===== config.mk =====
export PLATFORM = sky130hd
export DESIGN_NAME = serial_add_ctrl
export DESIGN_NICKNAME = d
export VERILOG_FILES = /design/src/rtl/serial_add_ctrl.sv
export SDC_FILE = /design/constraint.sdc
export NUM_CORES = 1
export LEC_CHECK = 0
export BUFFER_PORTS_ARGS = -buffer_cell sky130_fd_sc_hd__buf_4
export CORE_UTILIZATION = 55
export CTS_CLUSTER_SIZE = 10
export DETAILED_ROUTE_END_ITERATION = 8
export GPL_TIMING_DRIVEN = 0
export PLACE_DENSITY = 0.83
export SLEW_MARGIN = 20
export SYNTH_ARGS = -nofsm -noshare
export SYNTH_HDL_FRONTEND = slang
export SYNTH_SLANG_ARGS = --single-unit
export TNS_END_PERCENT = 10

===== constraint.sdc =====
create_clock -name clk -period 3.6 [get_ports clk]
set_input_delay 0.72 -clock clk [delete_from_list [all_inputs] [get_ports clk]]
set_output_delay 0.72 -clock clk [all_outputs]
set_load 0.1 [all_outputs]

===== src/rtl/serial_add_ctrl.sv =====
// serial_add_ctrl: bit-serial adder sequencing one external full-adder cell, LSB first.
module serial_add_ctrl #(
  parameter int WIDTH = 8
) (
  input  logic             clk,
  input  logic             rst_n,
  input  logic             in_valid,
  output logic             in_ready,
  input  logic [WIDTH-1:0] a,
  input  logic [WIDTH-1:0] b,
  input  logic             cin,
  output logic             fa_a,
  output logic             fa_b,
  output logic             fa_cin,
  input  logic             fa_sum,
  input  logic             fa_cout,
  output logic             out_valid,
  input  logic             out_ready,
  output logic [WIDTH-1:0] sum,
  output logic             cout,
  output logic             busy
);
  localparam int CW = $clog2(WIDTH + 1);
  localparam logic [1:0] IDLE = 2'd0, RUN = 2'd1, DONE = 2'd2;
  logic [1:0]       state;
  logic [WIDTH-1:0] a_sh, b_sh, sum_r;
  logic             carry;
  logic [CW-1:0]    cnt;
  logic [WIDTH:0]   sum_nx;
  // returned sum bit enters at the MSB so the LSB-first result lands in place
  assign sum_nx = {fa_sum, sum_r};
  always_ff @(posedge clk or negedge rst_n) begin
    if (!rst_n) begin
      state <= IDLE;
      a_sh  <= '0;
      b_sh  <= '0;
      sum_r <= '0;
      carry <= 1'b0;
      cnt   <= '0;
    end else begin
      case (state)
        IDLE: if (in_valid) begin
          a_sh  <= a;
          b_sh  <= b;
          carry <= cin;
          cnt   <= '0;
          state <= RUN;
        end
        RUN: begin
          a_sh  <= a_sh >> 1;
          b_sh  <= b_sh >> 1;
          sum_r <= sum_nx[WIDTH:1];
          carry <= fa_cout;
          cnt   <= cnt + 1'b1;
          if (cnt == CW'(WIDTH - 1)) state <= DONE;
        end
        DONE: if (out_ready) state <= IDLE;
        default: state <= IDLE;
      endcase
    end
  end
  assign in_ready  = state == IDLE;
  assign out_valid = state == DONE;
  assign busy      = state != IDLE;
  assign fa_a      = state == RUN && a_sh[0];
  assign fa_b      = state == RUN && b_sh[0];
  assign fa_cin    = state == RUN && carry;
  assign sum       = sum_r;
  assign cout      = carry;
endmodule


==> summary by stage, run 1 <==
Final layout
The most common cell after layout, fill and taps aside is sky130_fd_sc_hd__nand2_1. The antenna cell count is 0. Of the cells placed in the final design, the portion with a size suffix greater than 1 is 28.9%. The net count of the finished layout is 210. The non-filler instance count after layout is 215. The number of filler instances in the final layout is 175. In the layout the commonest cells are 42 x sky130_fd_sc_hd__nand2_1, 41 x sky130_fd_sc_hd__buf_4, 31 x sky130_fd_sc_hd__dfrtp_1. The post-synthesis to final-layout area growth is 26.3%.

Detailed routing
The first-iteration detailed-routing DRC count is 30. In this run the remaining antenna-violating nets after routing total 0. The final routed wirelength across all metal layers is 3070 um. Dividing the detail-routed via count by the number of cells gives 5.58.

In the final routed layout, each cell accounts on average for 14.3 um. The first detailed-routing pass took 4 iterations. The overall via count from detail_route is 1,200. After detailed routing, the number of remaining DRC violations is 0.

STA
Hold timing on the final database bottoms out at a slack of 319 ps. The number of max-slew violations in the final report came to 0. The transition at the pin with the smallest max-transition slack is 420 ps. The share of the clock period used by the worst path is 66.1%.

The worst pin sits at a relative slew slack of 72.0%. Static timing analysis puts the maximum clock frequency at 0.420 GHz. The clock arrives with 9.03 ps of skew. Setup repair after global routing left no endpoint under its margin. The aggregate negative setup slack is 0 ps. Setup slack on the critical path of the routed design comes to 1220 ps.

The worst path in the final design needs a cycle of 2380 ps, including I/O delays and setup. The hold violation count in the final report is 0. The setup violation total in the final timing report is 0.

Critical path
Broken down by cell family, the worst path's largest delay share belongs to buffers and inverters. STA puts the critical path data required time at 2880 ps. The highest fanout seen on the critical path is 10. The critical path's largest stage delay is 440 ps. The class of the most critical setup path is flop to primary output. Walking the worst path, the cells encountered are and2b_1, buf_2, and2_1, buf_4.

The number of buffer and inverter instances along the worst setup path is 2. Data on the critical path arrives at its endpoint at 1660 ps. The nature of the critical path endpoint is a primary output. The standard cell with the maximum stage delay on the critical path is sky130_fd_sc_hd__dfrtp_1. The sort of element at the start of the critical path is a flop.

GRT
Across every metal layer, demand over resource in global routing totals 26.7%. The number of global-route vias before repair is 1,138. Entering global routing, the biggest net connects 32 pins.

The total overflow left after global routing is 0. The first global-routing pass estimated 5060 um of wire. The number of antenna violations at the first check in global routing is 0.

Synthesis
Counting every net in the synthesized netlist gives 166. The synthesis warning total is 0. Counting every instance in the synthesized netlist gives 142. The sequential share of the synthesized area is 55.9%. The total standard cell area after synthesis is 1390 um^2. A synthesized cell averages 9.78 um^2.

Yosys mapped the design onto 27 distinct sky130hd cell types. Counting flops and latches in the post-synthesis netlist gives 31.

Placed design
Input and output buffers added on the ports amount to 37. OpenSTA, run right after detailed placement, puts the worst setup slack at 1570 ps. After detailed placement, the design holds a cell count of 207. The final weighted congestion of routability-driven global placement is 0.729. The wire-length estimate of the detail-placed layout is 2260 um.

Floorplanning
After floorplanning, the core was divided into 17 placement rows. The total core area is 2300 um^2. In this run the horizontal extent of the chip is 52.3 um. The floorplan die area is 2730 um^2.

38 I/O pins were placed. The effective utilization at floorplan is 60.5%. Measured along the y axis, the die boundary spans 52.3 um.

Min path
The kind of path behind the tightest hold check is input port to asynchronous set/reset pin.

Status
The run finished with clean final reports.

Clocking
After clock tree synthesis, the setup repair step added 0 buffers. The clock transition at the registers of the reported paths is 90 ps. The largest buffer count on any clock path is 2. The number of buffers inserted during clock tree synthesis is 5.

The tree built by TritonCTS fans out to 31 sinks. The total of hold buffers inserted after clock tree synthesis is 0. Post-CTS repair changed the size of 0 cells. The clock latency on the worst-skew pair is 320 ps. The total number of H-tree levels is 2.

The TritonCTS clock tree is built. The root buffer cell chosen for the clock tree is sky130_fd_sc_hd__clkbuf_4.

Job
The number of max-cap violations is 0.
worst paths after layout:
| check | cells after the start | slack, ps | to | from |
|---|---|---|---|---|
| max in group asynchronous | 1 | 3000 | a_sh[2] | rst_n |
| worst max-delay path | 4 | 1220 | fa_cin | state[1] |
| worst min register to register | 2 | 490 | a_sh[0] | a_sh[0] |
| worst max register to register | 4 | 2310 | cnt[3] | state[1] |
| min in group clk | 2 | 490 | a_sh[0] | a_sh[0] |
| worst min-delay path | 1 | 320 | cnt[1] | rst_n |
registers in the layout (all words and copies together), names as in the netlist:
register,count
cnt,4
cout,1
sum,8
b_sh,8
a_sh,8
state,2
per-stage QoR:
stage,utilization (%),area (um^2)
6_report,76.4,1750
5_1_grt,76.4,1750
4_1_cts,76.4,1750
3_5_place_dp,74.2,1700
3_3_place_gp,74.2,1700
2_1_floorplan,-,1390
synthesized netlist by cell type (all sizes together):
| master | count | area (um^2) |
|---|---|---|
| clkbuf | 2 | 7.51 |
| buf | 8 | 56.3 |
| o21ai | 18 | 90.1 |
| o21bai | 1 | 7.51 |
| a22oi | 15 | 113 |
| nor2b | 3 | 26.3 |
| dfrtp | 31 | 776 |
| a32o | 1 | 10.0 |
| mux2 | 1 | 11.3 |
| a2bb2oi | 1 | 8.76 |
| nor2 | 2 | 7.51 |
| o31ai | 1 | 7.51 |
| ha | 1 | 12.5 |
| and2b | 1 | 7.51 |
| and2 | 4 | 25.0 |
| nand3 | 1 | 5.00 |
| nand2 | 42 | 158 |
| nand4b | 1 | 8.76 |
| a22o | 2 | 17.5 |
| nand2b | 2 | 12.5 |
| and3b | 1 | 8.76 |
| inv | 2 | 7.51 |
| a21oi | 1 | 5.00 |
metal layers:
metal	track usage [%]	vias up	share of wire, %
met5	0	-	0
met4	7.89	0	0.82
met3	8.70	2	5.3
met2	46.2	41	51
met1	31.5	582	42
li1	-	575	-
final cells by class:
| type | instances | area [um^2] | share of cell area [%] |
|---|---|---|---|
| clock buffers | 7 | 45.0 | 2.57 |
| clock inverters | 1 | 5.00 | 0.285 |
| flip-flops and latches | 31 | 776 | 44.2 |
| inverters | 2 | 7.51 | 0.428 |
| repair buffers | 37 | 278 | 15.8 |
| multi-input cells | 99 | 544 | 31.0 |
| plain buffers | 10 | 63.8 | 3.64 |
| well taps | 28 | 35.0 | 2.00 |
kinds of logic after synthesis:
logic type | synth area share, %
and+or+nand+nor | 18.6
AOI/OAI and AO/OA | 18.6
DFF | 55.9
buffers and inverters | 5.14
muxes | 0.811
adders and majority gates | 0.901
Power of run 1 is not shown: default switching activity piles up to over one toggle a cycle in this logic, so the estimate is an artifact.
==> run 2: changes to the inputs <==
- ABC_AREA: default -> 1
- CORE_UTILIZATION: 55 -> 46
- PLACE_DENSITY: 0.83 -> 0.74
- clock period: 3.6 -> 1.9 ns (I/O delays scaled with it)
==> summary by stage, run 2 <==
Status
Run status: finished, violations left (was completed). The final reports fail on DRC.

Critical path
The standard cell with the maximum stage delay on the critical path is sky130_fd_sc_hd__dfrtp_1 (unchanged). The highest fanout seen on the critical path was 18 (was 10). The number of buffer and inverter instances along the worst setup path is 2 (unchanged). The nature of the critical path endpoint is a primary output (unchanged).

The end of the worst register-to-register path is a_sh[3] (was cnt[3]). The required time at the worst-slack endpoint came to 1520 ps (was 2880 ps). The critical path's largest stage delay is 440 ps (about the same). The worst path arrival time came to 1430 ps (was 1660 ps).

The register-to-register setup slack is 620 ps (was 2310 ps). The reg-to-reg critical path startpoint is state[1] (unchanged). Worst-path cell chain: inv_2, nand2_4, nor2_2, buf_8 (was and2b_1, buf_2, and2_1, buf_4).

The category of cells accounting for the largest share of critical-path delay is flip-flops (was buffers and inverters). The number of cells on the worst reg-to-reg path is 6 (was 4). The sort of element at the start of the critical path was a flop (unchanged).

The class of the most critical setup path is flop to primary output (unchanged).

Synthesis
The cell taking the most area after synthesis is sky130_fd_sc_hd__dfrtp_1 (unchanged). The most frequent cell after synthesis is sky130_fd_sc_hd__nand3_1 (was sky130_fd_sc_hd__nand2_1). The total standard cell area after synthesis is 1420 um^2 (was 1390 um^2). The dominant register cell in the synthesized netlist is sky130_fd_sc_hd__dfrtp_1 (unchanged). Most frequent cells after synthesis: 53 x sky130_fd_sc_hd__nand3_1, 39 x sky130_fd_sc_hd__nand2_1, 31 x sky130_fd_sc_hd__dfrtp_1 (was 42 x sky130_fd_sc_hd__nand2_1, 31 x sky130_fd_sc_hd__dfrtp_1, 16 x sky130_fd_sc_hd__o21ai_0). The post-synthesis cell type count is 18 (was 27). The flip-flop and latch count after synthesis is 31 (unchanged). The async set-or-reset flop fraction in the synthesized netlist is 100% (unchanged). Largest cells by area after synthesis: sky130_fd_sc_hd__dfrtp_1 54%, sky130_fd_sc_hd__nand3_1 19%, sky130_fd_sc_hd__nand2_1 10%, sky130_fd_sc_hd__inv_1 4.0%, sky130_fd_sc_hd__buf_2 2.1% (was sky130_fd_sc_hd__dfrtp_1 56%, sky130_fd_sc_hd__nand2_1 11%, sky130_fd_sc_hd__a22oi_1 8.1%, sky130_fd_sc_hd__o21ai_0 5.8%, sky130_fd_sc_hd__buf_4 2.2%).

The mean cell area of the mapped netlist is 8.28 um^2 (was 9.78 um^2). The count of flip-flops with a built-in enable after synthesis was 0 (unchanged). The sequential share of the synthesized area is 54.5% (was 55.9%). The fraction of post-synthesis cell area in the top cell type by area came to 54.5% (was 55.9%). The cell count after synthesis is 172 (was 142). The total nets after synthesis was 196 (was 166). The synthesis warning total is 0 (unchanged).

Placed design
The post-detailed-placement half-perimeter wirelength is 2340 um (was 2260 um). The count of port buffers added during placement is 37 (unchanged). The cell area after placement is 1760 um^2 (was 1700 um^2). The final weighted congestion of routability-driven global placement is 0.791 (was 0.729).

STA
The peak clock frequency supported by timing is 0.554 GHz. The worst path needs 1810 ps of the cycle, external delays included. Unrepaired setup endpoints after global routing: no (unchanged). In the finished design, the share of the clock period the worst path needs comes to 95.0%.

The transition at the pin with the smallest max-transition slack is 427 ps (was 420 ps). The hold violation count in the final report is 0 (unchanged). The largest clock skew in the final design is 9.09 ps (was 9.03 ps). The setup violation total in the final timing report is 0 (unchanged). The relative slew slack was 71.5% (was 72.0%).

The number of max-slew violations in the final report is 0 (unchanged). The worst hold margin is 250 ps (was 319 ps).

Final layout
The post-synthesis to final-layout area growth is 31.2% (was 26.3%). The layout cell share with drive strength beyond 1 came to 27.5% (was 28.9%). The antenna cell count is 0 (unchanged).

The finished layout cell area is 1870 um^2 (was 1750 um^2). The net count of the finished layout was 241 (was 210). The number of filler instances in the final layout is 261 (was 175). The most common cell after layout, fill and taps aside is sky130_fd_sc_hd__nand3_1 (was sky130_fd_sc_hd__nand2_1). Commonest cells after routing, fill and taps aside: 53 x sky130_fd_sc_hd__nand3_1, 39 x sky130_fd_sc_hd__nand2_1, 37 x sky130_fd_sc_hd__buf_4 (was 42 x sky130_fd_sc_hd__nand2_1, 41 x sky130_fd_sc_hd__buf_4, 31 x sky130_fd_sc_hd__dfrtp_1).

Clocking
The clock tree root driver cell is sky130_fd_sc_hd__clkbuf_4 (unchanged). The clock latency on the worst-skew pair is 340 ps (was 320 ps). The number of buffers inserted during clock tree synthesis came to 5 (unchanged). The clock transition at the registers of the reported paths was 90 ps (about the same). The TritonCTS clock tree is built (unchanged).

The number of sinks driven by the clock tree was 31 (unchanged). The largest buffer count on any clock path is 2 (unchanged). The total number of H-tree levels was 2 (unchanged).

GRT
The remaining global-route overflow was 0 (unchanged). The number of antenna violations at the first check in global routing is 0 (unchanged). The first-pass GRT wire length is 5620 um (was 5060 um).

The number of global-route vias before repair was 1,303 (was 1,138). The total routing usage reported by global routing is 22.6% (was 26.7%). The pin count of the biggest net entering global routing is 32 (unchanged).

Min path
The startpoint of the most critical hold path is b[7]. The worst hold path was traced through 3 stages. For hold timing, the worst endpoint is b_sh[7]. The kind of path behind the tightest hold check is input port to flop (was input port to asynchronous set/reset pin).

Floorplanning
The floorplan die area is 3320 um^2 (was 2730 um^2). The effective utilization at floorplan came to 49.9% (was 60.5%). The row count was 19 (was 17).

The total core area is 2850 um^2 (was 2300 um^2). The number of top-level design ports is 38 (unchanged). The height of the chip is 57.6 um (was 52.3 um). The width of the die is 57.6 um (was 52.3 um).

Detailed routing
The first-iteration detailed-routing DRC count was 60 (was 30). The overall via count from detail_route is 1,346 (was 1,200). The first-pass detailed-route iteration total is 6 (was 4).

The count of antenna-violating nets left after detailed routing is 0 (unchanged). The wire length per cell after detailed routing is 13.6 um (was 14.3 um). The number of remaining DRC errors is 2 (was 0).

The final routed wirelength across all metal layers is 3390 um (was 3070 um). The detail-routed via count per cell is 5.41 (was 5.58).

Job
The number of max-cap violations was 0 (unchanged).
==> run 2: worst max-delay path by stage <==
stage	from	end	slack [ps]	cells after the start
floorplan	state[1]	busy	-160	3
global placement	state[1]	in_ready	270	3
detailed placement	state[1]	fa_a	270	5
CTS	state[0]	busy	40	4
global route	state[1]	fa_a	20	4
finish	state[1]	fa_a	90	4
==> run 2: layout make-up <==
| class | count | area (um^2) | area share [%] |
|---|---|---|---|
| Sequential cell | 31 | 776 | 41.5 |
| Multi-Input combinational cell | 115 | 558 | 29.9 |
| Timing Repair Buffer | 39 | 314 | 16.8 |
| Clock buffer | 8 | 68.8 | 3.68 |
| Inverter | 17 | 66.3 | 3.55 |
| Buffer | 8 | 46.3 | 2.48 |
| Tap cell | 31 | 38.8 | 2.08 |
==> run 2: kinds of logic (layout without fill, tap and decap cells) <==
logic type / Yosys count / in the layout / share of synthesized area, %
adder cells (fa/ha/maj): 1 / 1 / 0.879
AND/OR/NAND/NOR: 102 / 102 / 32.1
XOR/XNOR: 1 / 1 / 0.615
buffers and inverters: 26 / 72 / 8.08
flip-flops: 31 / 31 / 54.5
AO/OA/AOI/OAI: 11 / 11 / 3.87
==> run 2: tightest hold or removal path, stage by stage <==
cell                      delay [ps]
sky130_fd_sc_hd__buf_4            80
sky130_fd_sc_hd__nand2_1          40
sky130_fd_sc_hd__nand2_1          50
==> run 2: metrics by stage <==
step,setup slack [ps],utilization (%),TNS [ps],std cells
global placement,267,61.5,0,240
global route,19.0,65.5,0,249
detailed placement,271,61.5,0,240
CTS,35.3,65.2,0,248
finish,94.4,65.5,0,249
floorplan,-164,-,-375,172
==> run 2: timing repair <==
item,4_1_cts,5_1_grt
pin swaps,0,1
hold buffers,1,0
endpoints found under the hold margin,31,0
gates resized for setup,8,0
endpoints found under the setup margin,5,2
setup buffers,0,1
==> run 2: layer usage <==
metal | track usage (%) | wire length (um) | vias to the layer above
met2 | 36.4 | 1620 | 53
met1 | 28.0 | 1470 | 626
met5 | 0 | 0 | -
met4 | 10.8 | 65 | 0
met3 | 6.47 | 233 | 11
li1 | - | - | 656
Power of run 2 is left out for the same reason.
==> run 3: changes to the inputs <==
- CTS_BUF_LIST: default -> sky130_fd_sc_hd__clkbuf_16
==> summary by stage, run 3 (synthesized netlist as in run 2, its figures left out) <==
Status
Run status: finished, violations left (unchanged). Violated checks: DRC (unchanged).

STA
The peak clock frequency supported by timing is 0.543 GHz (was 0.554 GHz). The setup violation total in the final timing report is 0 (unchanged). The transition at the pin with the smallest max-transition slack was 404 ps (was 427 ps).

The largest clock skew in the final design is 6.07 ps (was 9.09 ps). The number of max-slew violations in the final report is 0 (unchanged). The worst setup slack after layout was 56.8 ps (was 94.4 ps). The time the worst path needs with I/O delays and setup is 1840 ps (was 1810 ps).

The hold violation count in the final report is 0 (unchanged). The worst hold margin is 31.8 ps (was 250 ps). Unrepaired setup endpoints after global routing: yes (was no).

The aggregate negative setup slack is 0 ps (unchanged). The share of the clock period used by the worst path is 97.0% (was 95.0%). The relative slew slack is 73.1% (was 71.5%).

Clocking
The number of buffers inserted during clock tree synthesis is 5 (unchanged). The number of sinks driven by the clock tree was 31 (unchanged). The TritonCTS clock tree is built (unchanged). The total number of H-tree levels is 2 (unchanged). The total of hold buffers inserted after clock tree synthesis is 0 (was 1). The clock transition at the registers of the reported paths is 50 ps (was 90 ps).

The clock tree root driver cell is sky130_fd_sc_hd__clkbuf_16 (was sky130_fd_sc_hd__clkbuf_4). The largest buffer count on any clock path came to 2 (unchanged). The clock latency on the worst-skew pair is 270 ps (was 340 ps).

Final layout
The layout cell share with drive strength beyond 1 was 26.7% (was 27.5%). The non-filler instance count after layout came to 248 (was 249). The antenna cell count is 0 (unchanged).

The post-synthesis to final-layout area growth was 35.3% (was 31.2%). The number of filler instances in the final layout is 244 (was 261). Commonest cells after routing, fill and taps aside: 53 x sky130_fd_sc_hd__nand3_1, 39 x sky130_fd_sc_hd__nand2_1, 35 x sky130_fd_sc_hd__buf_4 (was 53 x sky130_fd_sc_hd__nand3_1, 39 x sky130_fd_sc_hd__nand2_1, 37 x sky130_fd_sc_hd__buf_4). The net count of the finished layout is 240 (was 241).

The most common cell after layout, fill and taps aside was sky130_fd_sc_hd__nand3_1 (unchanged).

GRT
The number of global-route vias before repair is 1,322 (was 1,303). The pin count of the biggest net entering global routing is 32 (unchanged). The total routing usage reported by global routing is 23.2% (was 22.6%). The remaining global-route overflow is 0 (unchanged).

The first-pass GRT wire length is 5750 um (was 5620 um). The number of antenna violations at the first check in global routing is 0 (unchanged).

Critical path
The sort of element at the start of the critical path was a flop (unchanged). The standard cell with the maximum stage delay on the critical path is sky130_fd_sc_hd__dfrtp_1 (unchanged). The critical path's largest stage delay is 430 ps (was 440 ps).

The worst path arrival time came to 1460 ps (was 1430 ps). The highest fanout seen on the critical path came to 10 (was 18). Worst-path cell chain: inv_2, nand2_2, buf_6, nor2_2, buf_12 (was inv_2, nand2_4, nor2_2, buf_8).

The number of buffer and inverter instances along the worst setup path is 3 (was 2). The category of cells accounting for the largest share of critical-path delay was buffers and inverters (was flip-flops). The nature of the critical path endpoint is a primary output (unchanged). The class of the most critical setup path is flop to primary output (unchanged). The required time at the worst-slack endpoint is 1520 ps (about the same).

Min path
The kind of path behind the tightest hold check is input port to asynchronous set/reset pin (was input port to flop).

Placed design
The post-placement cell count is 240 (unchanged). The pre-CTS worst setup slack is 271 ps (unchanged). The count of port buffers added during placement is 37 (unchanged).

The post-detailed-placement half-perimeter wirelength is 2340 um (unchanged). The final weighted congestion of routability-driven global placement came to 0.791 (unchanged).

Detailed routing
The first-iteration detailed-routing DRC count is 68 (was 60). The wire length per cell after detailed routing is 13.8 um (was 13.6 um). The final routed wirelength across all metal layers is 3420 um (was 3390 um).

The first-pass detailed-route iteration total is 7 (was 6). The count of antenna-violating nets left after detailed routing is 0 (unchanged). The detail-routed via count per cell came to 5.44 (was 5.41).

The met1 wire length is 1500 um (was 1470 um). The overall via count from detail_route is 1,349 (was 1,346). The number of remaining DRC errors is 2 (unchanged). The met3 wire length is 219 um (was 233 um). The topmost layer with routed signal wires is met4 (unchanged).

The total met2 wirelength after detailed routing is 1620 um (about the same).

Floorplanning
The effective utilization at floorplan is 49.9% (unchanged). The total core area was 2850 um^2 (unchanged). The floorplan die area is 3320 um^2 (unchanged). The row count was 19 (unchanged). The number of top-level design ports was 38 (unchanged).

The height of the chip is 57.6 um (unchanged). The width of the die is 57.6 um (unchanged).

Job
The number of max-cap violations came to 0 (unchanged).
==> run 3: cell types whose count changed in the layout (fill, tap and decap cells not counted), sizes merged <==
cell,change
dlygate4sd3,-1
clkbuf,-3
inv,+1
clkinv,+2
==> run 3: worst paths after layout <==
kind,start,slack (ps),end,depth (start not counted)
worst max-delay path,state[1],60,fa_a,5
max in group asynchronous,rst_n,1580,state[1],1
min in group clk,b[7],320,b_sh[7],3
worst min-delay path,rst_n,30,sum[4],1
worst max register to register,state[1],660,a_sh[3],6
worst min register to register,b_sh[5],490,b_sh[4],2
==> run 3: metrics by stage <==
stage / instance area, um^2 / util (%)
3_5_place_dp: 1760 / 61.5
2_1_floorplan: 1440 / -
6_report: 1930 / 67.5
5_1_grt: 1930 / 67.5
3_3_place_gp: 1760 / 61.5
4_1_cts: 1910 / 66.8
==> run 3: layer usage <==
metal	GRT usage (%)	vias up
met3	6.92	11
met4	12.5	0
met2	35.4	55
met5	0	-
met1	29.9	632
li1	-	651
==> run 3: timing repair <==
| item | 4_1_cts | 5_1_grt |
|---|---|---|
| gates cloned | 0 | 0 |
| setup endpoints to repair | 4 | 5 |
| buffers inserted | 0 | 0 |
| gates resized for setup | 4 | 6 |
==> run 3: cell type report <==
cell class                      instances  area, um^2  area share (%)
Multi-Input combinational cell        115         553            28.7
Sequential cell                        31         776            40.3
Clock buffer                            5         125            6.49
Tap cell                               31        38.8            2.01
Buffer                                  9        55.1            2.86
Clock inverter                          3        11.3           0.584
Inverter                               17        66.3            3.44
Timing Repair Buffer                   37         302            15.6
Power of run 3 is left out for the same reason.
